==> config.mk <==
export PLATFORM = sky130hd
export DESIGN_NAME = vreg_addr_seq_flat
export DESIGN_NICKNAME = d
export VERILOG_FILES = /design/src/rtl/vreg_addr_seq_pkg.sv /design/src/rtl/vreg_addr_seq_if.sv /design/src/rtl/vreg_addr_seq_group_base.sv /design/src/rtl/vreg_addr_seq.sv /design/src/flat_wrapper.sv
export SDC_FILE = /design/constraint.sdc
export NUM_CORES = 1
export LEC_CHECK = 0
export ABC_CLOCK_PERIOD_IN_PS = 7150
export CORE_ASPECT_RATIO = 0.75
export CORE_MARGIN = 2
export CORE_UTILIZATION = 50
export CTS_BUF_LIST = sky130_fd_sc_hd__clkbuf_4 sky130_fd_sc_hd__clkbuf_8 sky130_fd_sc_hd__clkbuf_16
export DETAILED_ROUTE_END_ITERATION = 10
export PLACE_DENSITY = 0.74
export SLEW_MARGIN = 20
export SYNTH_ARGS = -nofsm -noshare
export SYNTH_HDL_FRONTEND = slang
export SYNTH_SLANG_ARGS = --single-unit
==> constraint.sdc <==
create_clock -name clk -period 7.15 [get_ports clk]
set_input_delay 0.715 -clock clk [delete_from_list [all_inputs] [get_ports clk]]
set_output_delay 0.715 -clock clk [all_outputs]
set_load 0.01 [all_outputs]
==> src/rtl/vreg_addr_seq_pkg.sv <==
// Shared types, LMUL codes and group-size helper for the vector-register address sequencer.
package vreg_addr_pkg;

    localparam int ADDR_WIDTH_DEF = 5;
    localparam int NUM_PORTS_DEF  = 3;

    typedef enum logic {
        IDLE = 1'b0,
        BUSY = 1'b1
    } state_t;

    localparam logic [2:0] LMUL1     = 3'd0;
    localparam logic [2:0] LMUL2     = 3'd1;
    localparam logic [2:0] LMUL4     = 3'd2;
    localparam logic [2:0] LMUL8     = 3'd3;
    localparam logic [2:0] LMUL_RSVD = 3'd4;

    // Reserved and fractional codes all collapse to a single-register group.
    function automatic logic [3:0] group_size(input logic [2:0] vlmul);
        return (vlmul <= LMUL8) ? (4'd1 << vlmul) : 4'd1;
    endfunction

endpackage

==> src/rtl/vreg_addr_seq_if.sv <==
// Request and beat handshake bundle between an issuing stage and the address sequencer.
interface vreg_addr_seq_if
    import vreg_addr_pkg::*;
#(
    parameter int ADDR_WIDTH = ADDR_WIDTH_DEF,
    parameter int NUM_PORTS  = NUM_PORTS_DEF
);
    logic                            in_valid;
    logic                            in_ready;
    logic [2:0]                      in_vlmul;
    logic [NUM_PORTS-1:0]            in_port_en;
    logic                            in_rev;
    logic [NUM_PORTS*ADDR_WIDTH-1:0] in_addr;
    logic                            out_valid;
    logic                            out_ready;
    logic [NUM_PORTS*ADDR_WIDTH-1:0] out_addr;
    logic [NUM_PORTS-1:0]            out_port_en;
    logic [2:0]                      out_beat;
    logic                            out_last;
    logic                            err;

    modport master (
        output in_valid, in_vlmul, in_port_en, in_rev, in_addr, out_ready,
        input  in_ready, out_valid, out_addr, out_port_en, out_beat, out_last, err
    );

    modport slave (
        input  in_valid, in_vlmul, in_port_en, in_rev, in_addr, out_ready,
        output in_ready, out_valid, out_addr, out_port_en, out_beat, out_last, err
    );

endinterface

==> src/rtl/vreg_addr_seq_group_base.sv <==
// Scales one register-group index to its first physical register and flags bits lost off the top.
module vreg_group_base
    import vreg_addr_pkg::*;
#(
    parameter int ADDR_WIDTH = ADDR_WIDTH_DEF
) (
    input  logic [ADDR_WIDTH-1:0] addr,
    input  logic [2:0]            vlmul,
    output logic [ADDR_WIDTH-1:0] base,
    output logic                  ovf
);

    logic [ADDR_WIDTH+2:0] wide;

    always_comb begin
        wide = {3'b000, addr} << ((vlmul <= LMUL8) ? vlmul : 3'd0);
        base = wide[ADDR_WIDTH-1:0];
        ovf  = |wide[ADDR_WIDTH+2:ADDR_WIDTH];
    end

endmodule

==> src/rtl/vreg_addr_seq.sv <==
// Emits one physical register address per operand per beat, LMUL beats per accepted request,
// with stall-safe registered outputs, reverse walk, flush and back-to-back issue.
module vreg_addr_seq
    import vreg_addr_pkg::*;
#(
    parameter int ADDR_WIDTH = ADDR_WIDTH_DEF,
    parameter int NUM_PORTS  = NUM_PORTS_DEF
) (
    input  logic            clk,
    input  logic            rst,
    input  logic            flush,
    vreg_addr_seq_if.slave  bus
);

    state_t                          state;
    logic [ADDR_WIDTH-1:0]           base_q [NUM_PORTS];
    logic [2:0]                      last_beat_q;
    logic                            rev_q;

    logic [ADDR_WIDTH-1:0]           base_w [NUM_PORTS];
    logic [NUM_PORTS-1:0]            ovf_w;
    logic                            accept;
    logic                            advance;
    logic                            err_w;
    logic [2:0]                      sel_last;
    logic [2:0]                      sel_beat;
    logic [2:0]                      offset;
    logic [NUM_PORTS*ADDR_WIDTH-1:0] next_addr;

    for (genvar p = 0; p < NUM_PORTS; p++) begin : g_base
        vreg_group_base #(.ADDR_WIDTH(ADDR_WIDTH)) u_base (
            .addr  (bus.in_addr[p*ADDR_WIDTH +: ADDR_WIDTH]),
            .vlmul (bus.in_vlmul),
            .base  (base_w[p]),
            .ovf   (ovf_w[p])
        );
    end

    // A new request may only enter as the previous group's last beat leaves.
    always_comb begin
        if (state == IDLE) bus.in_ready = ~flush;
        else               bus.in_ready = bus.out_last & bus.out_ready & ~flush;
    end

    assign accept  = bus.in_valid & bus.in_ready;
    assign advance = bus.out_valid & bus.out_ready;
    assign err_w   = (|(ovf_w & bus.in_port_en)) | (bus.in_vlmul == LMUL_RSVD);

    // One shared address path: beat 0 of a fresh request, or the next beat of the held one.
    always_comb begin
        // NOTE: every variable written here gets a default first, so no latch can be inferred.
        next_addr = '0;
        sel_last  = accept ? 3'(group_size(bus.in_vlmul) - 4'd1) : last_beat_q;
        sel_beat  = accept ? 3'd0 : bus.out_beat + 3'd1;
        offset    = (accept ? bus.in_rev : rev_q) ? (sel_last - sel_beat) : sel_beat;
        for (int p = 0; p < NUM_PORTS; p++) begin
            if (accept ? bus.in_port_en[p] : bus.out_port_en[p]) begin
                next_addr[p*ADDR_WIDTH +: ADDR_WIDTH] =
                    (accept ? base_w[p] : base_q[p]) + ADDR_WIDTH'(offset);
            end
        end
    end

    // NOTE: sequential state uses non-blocking assignments only, so every register samples pre-edge values.
    always_ff @(posedge clk) begin
        if (!rst) begin
            state           <= IDLE;
            bus.out_valid   <= 1'b0;
            bus.out_addr    <= '0;
            bus.out_port_en <= '0;
            bus.out_beat    <= 3'd0;
            bus.out_last    <= 1'b0;
            bus.err         <= 1'b0;
            // NOTE: base_q is a handful of flops, not a RAM, so resetting it costs nothing and avoids X.
            base_q          <= '{default: '0};
            last_beat_q     <= 3'd0;
            rev_q           <= 1'b0;
        end else if (flush) begin
            state         <= IDLE;
            bus.out_valid <= 1'b0;
            bus.out_last  <= 1'b0;
        end else if (accept) begin
            state           <= BUSY;
            bus.out_valid   <= 1'b1;
            bus.out_addr    <= next_addr;
            bus.out_port_en <= bus.in_port_en;
            bus.out_beat    <= 3'd0;
            bus.out_last    <= (sel_last == 3'd0);
            bus.err         <= err_w;
            base_q          <= base_w;
            last_beat_q     <= sel_last;
            rev_q           <= bus.in_rev;
        end else if (advance) begin
            if (bus.out_last) begin
                state         <= IDLE;
                bus.out_valid <= 1'b0;
                bus.out_last  <= 1'b0;
            end else begin
                bus.out_beat <= sel_beat;
                bus.out_addr <= next_addr;
                bus.out_last <= (sel_beat == last_beat_q);
            end
        end
    end

endmodule
==> src/flat_wrapper.sv <==
// flat-port wrapper written by rule: the top's interface ports become plain ports
module vreg_addr_seq_flat import vreg_addr_pkg::*;
#(
    parameter int ADDR_WIDTH = ADDR_WIDTH_DEF,
    parameter int NUM_PORTS  = NUM_PORTS_DEF
)
  (clk, rst, flush, bus_in_valid, bus_in_vlmul, bus_in_port_en, bus_in_rev, bus_in_addr, bus_out_ready, bus_in_ready, bus_out_valid, bus_out_addr, bus_out_port_en, bus_out_beat, bus_out_last, bus_err);
  vreg_addr_seq_if #(.ADDR_WIDTH(ADDR_WIDTH), .NUM_PORTS(NUM_PORTS)) bus_i ();
  input  logic clk;
  input  logic rst;
  input  logic flush;
  input wire logic [$bits(bus_i.in_valid)-1:0] bus_in_valid;
  input wire logic [$bits(bus_i.in_vlmul)-1:0] bus_in_vlmul;
  input wire logic [$bits(bus_i.in_port_en)-1:0] bus_in_port_en;
  input wire logic [$bits(bus_i.in_rev)-1:0] bus_in_rev;
  input wire logic [$bits(bus_i.in_addr)-1:0] bus_in_addr;
  input wire logic [$bits(bus_i.out_ready)-1:0] bus_out_ready;
  output wire logic [$bits(bus_i.in_ready)-1:0] bus_in_ready;
  output wire logic [$bits(bus_i.out_valid)-1:0] bus_out_valid;
  output wire logic [$bits(bus_i.out_addr)-1:0] bus_out_addr;
  output wire logic [$bits(bus_i.out_port_en)-1:0] bus_out_port_en;
  output wire logic [$bits(bus_i.out_beat)-1:0] bus_out_beat;
  output wire logic [$bits(bus_i.out_last)-1:0] bus_out_last;
  output wire logic [$bits(bus_i.err)-1:0] bus_err;
  assign bus_i.in_valid = bus_in_valid;
  assign bus_i.in_vlmul = bus_in_vlmul;
  assign bus_i.in_port_en = bus_in_port_en;
  assign bus_i.in_rev = bus_in_rev;
  assign bus_i.in_addr = bus_in_addr;
  assign bus_i.out_ready = bus_out_ready;
  assign bus_in_ready = bus_i.in_ready;
  assign bus_out_valid = bus_i.out_valid;
  assign bus_out_addr = bus_i.out_addr;
  assign bus_out_port_en = bus_i.out_port_en;
  assign bus_out_beat = bus_i.out_beat;
  assign bus_out_last = bus_i.out_last;
  assign bus_err = bus_i.err;
  vreg_addr_seq #(.ADDR_WIDTH(ADDR_WIDTH), .NUM_PORTS(NUM_PORTS)) u_core (.clk(clk), .rst(rst), .flush(flush), .bus(bus_i));
endmodule
==> impl_metrics.ini <==
[cts]
clk_latency_ns = 0.30
post_cts.resized_instances = 0
cts_tree = done
clkSinkCount = 43
cts_made_buffers = 5
post-cts-setup-buffers = 0
cts_buffer_depth = 2
root_buffer = clkbuf_8
ctsHoldBuffers = 0
clkSlewWorstSetupHoldPaths_ns = 0.08
cts.htree.levels = 2

[critical_path]
rr_worst_depth = 14
critPathBufInv = 1
crit_type = in -> reg
r2r-end = u_core.bus.out_addr[4]$_SDFFE_PN0P_
crit_family = simple AND/OR/NAND/NOR gates
crit_required_ns = 7.33
path_max_fanout = 13
crit_chain = clkdlybuf4s50_1 > nand2b_1 > nand2b_1 > ha_1 > nor2_1 > a21oi_1 > fa_1 > xnor2_1 > xnor2_1 > nand3_1 > o21ai_0 > ha_1 > nor2b_1 > or2_2 > a22oi_1 > nand3_1
path_depth = 16
startpoint_type = input pin
regToRegSetupSlack_ns = 3.11
r2r-start = u_core.state$_SDFFE_PP0P_
max_stage_delay_ns = 0.77
crit_arrival_ns = 5.06
crit_slowest_cell = clkdlybuf4s50_1
endpoint_kind = flip-flop

[route]
finalWirelength_um = 7290
vias = 2597
dr.first_iter.drc_count = 171
met2_length_um = 3160
drtAntennaViolNets = 0
drc = 0
top_layer = met4
wl_per_cell_um = 16.1
wl_met3_um = 630
drtPass1Iterations = 4
met1_length_um = 3430
viasPerCell = 5.73

[yosys]
syn_inst = 330
synth_flop_cell = dfxtp_1
synth-seq-area-share = 0.285
ys_warn_count = 0
synth_nets = 373
netlist_area_um2 = 3020
synth_top_cell_by_area = dfxtp_1
synth-edff-count = 0
synth_seq_cells = 43
syn_avg_cell_area_um2 = 9.16
synth_area_leaders = dfxtp_1, nor2b_1, ha_1, mux4_2, nand2_1
async_reset_ff_frac = 0
synth_top_area_share = 0.285
synth.distinct_cells = 64

[worst_hold_path]
hold_path_end = u_core.bus.out_addr[12]$_SDFFE_PN0P_
worst_hold_path.num_cells = 1
hp-start = u_core.bus.out_addr[12]$_SDFFE_PN0P_
hold_class = reg -> reg

[sta]
fmax_mhz = 205
drv_slew = 0
period_share = 0.683
setup_viol_count_final = 0
fin_ws_ns = 2.27
skew_ns = 0.0109
tightestPinTransition_ns = 0.692
finalCriticalPeriod_ns = 4.88
maxSlewHeadroom = 0.532
hold_violations = 0
grt_setup_unrepaired = false
tns_ns = 0

[global_route]
first_global_vias = 2439
antenna_found_initial = 0
grt_pass1_wl_um = 11900
grt_max_degree = 40
globalRouteOverflowTotal = 0
grt.total_usage = 0.228

[final_layout]
final_cell_mix = clkdlybuf4s50_1, dfxtp_1, nand2_1
regArea_um2 = 861
fin_cells = 453
area_growth_pct = 22.3
diodes = 0
fillers = 509
multi_input_area_um2 = 2030
mostFrequentLayoutCell = clkdlybuf4s50_1
drive_gt1_frac = 0.101
final_net_count = 417

[die]
dieArea_um2 = 6690
start_util = 0.519
die_h_um = 71.4
row_count = 24
fp.coreArea_um2 = 5830
dieWidth_um = 93.8
io_pins = 52

[placement]
routabilityCongestion = 0.945
dp_cells = 445
io_buffers = 51
place_ws_ns = 1.94
post-dp-hpwl_um = 5530

[pwr]
power_density_nw_per_um2 = 164
p_leak_nw = 1.42
vdd_drop_max_v = 0.000103

[outcome]
status = complete, no violations

[job]
maxCapViolCount = 0
## synth_stat cells (5+ instances only)
master,number
a21oi_1,13
and2_1,19
clkbuf_1,8
dfxtp_1,43
ha_1,12
inv_1,15
mux2i_1,7
mux4_2,6
nand2_1,33
nor2_1,13
nor2b_1,25
nor3_1,6
o21ai_0,21
o31ai_1,6
xnor2_1,9
xor2_1,5
## stage by stage
step | utilization | instance area [um2] | total power [mW] | hold slack, ns
CTS | 0.633 | 3690 | 0.610 | 0.477
detailed placement | 0.613 | 3570 | 0.410 | 0.458
finish | 0.635 | 3700 | 0.606 | 0.468
global placement | 0.613 | 3570 | 0.409 | 0.447
global route | 0.635 | 3700 | 0.634 | 0.479
floorplan | - | 3020 | 0.358 | 0.477
## state kept, by name (all words and copies together), names as in the netlist
signal and count:
u_core.base_q 15, u_core.bus.err 1, u_core.bus.out_addr 15, u_core.bus.out_beat 3
u_core.bus.out_last 1, u_core.bus.out_port_en 3, u_core.last_beat_q 3, u_core.rev_q 1
u_core.state 1
## cell type report
type                            count  area share
Sequential cell                    43       0.233
Clock inverter                      2     0.00948
Tap cell                           78      0.0264
Inverter                           15      0.0152
Clock buffer                        6      0.0223
Timing Repair Buffer               54       0.144
Multi-Input combinational cell    255       0.550
## cell families after synthesis
logic type,share of synthesized area
AND/OR/NAND/NOR,0.230
AO/OA/AOI/OAI,0.193
flip-flops,0.285
buffers and inverters,0.0463
XOR/XNOR,0.0720
multiplexers,0.0976
adder cells (fa/ha/maj),0.0761
## metal layers
metal,track usage,vias up
met5,0,-
met1,0.331,1229
met4,0.0580,0
met3,0.0505,7
met2,0.346,96
li1,-,1265
## power by group
part / total, mW / internal [mW] / leakage, nW / switching [mW]
clock network: 0.199 / 0.113 / 0.0612 / 0.0861
registers: 0.255 / 0.249 / 0.350 / 0.00630
logic: 0.152 / 0.0725 / 1.01 / 0.0793
## worst reg2reg max path, cell delays in order, from the launching register on
cell and delay, ns:
dfxtp_1 0.48, a21bo_2 0.30, nand2_2 0.46, a21oi_1 0.20
ha_1 0.25, fa_1 0.41, xnor2_1 0.19, xnor2_1 0.41
nand3_1 0.12, o21ai_0 0.20, ha_1 0.32, nor2b_1 0.09
or2_2 0.27, a22oi_1 0.14, nand3_1 0.09
## how the worst max path moves through the flow
stage | from | to | slack, ns
6_report | bus_in_vlmul[0] | u_core.bus.out_addr[4]$_SDFFE_PN0P_ | 2.27
5_1_grt | bus_in_vlmul[0] | u_core.bus.out_addr[4]$_SDFFE_PN0P_ | 1.99
4_1_cts | bus_in_valid | u_core.bus.out_addr[4]$_SDFFE_PN0P_ | 2.18
3_5_place_dp | bus_in_valid | u_core.bus.out_addr[13]$_SDFFE_PN0P_ | 1.94
3_3_place_gp | bus_in_valid | u_core.bus.out_addr[13]$_SDFFE_PN0P_ | 1.92
2_1_floorplan | bus_in_valid | u_core.bus.out_addr[4]$_SDFFE_PN0P_ | 2.98
Power figures use the tool's default switching activity.
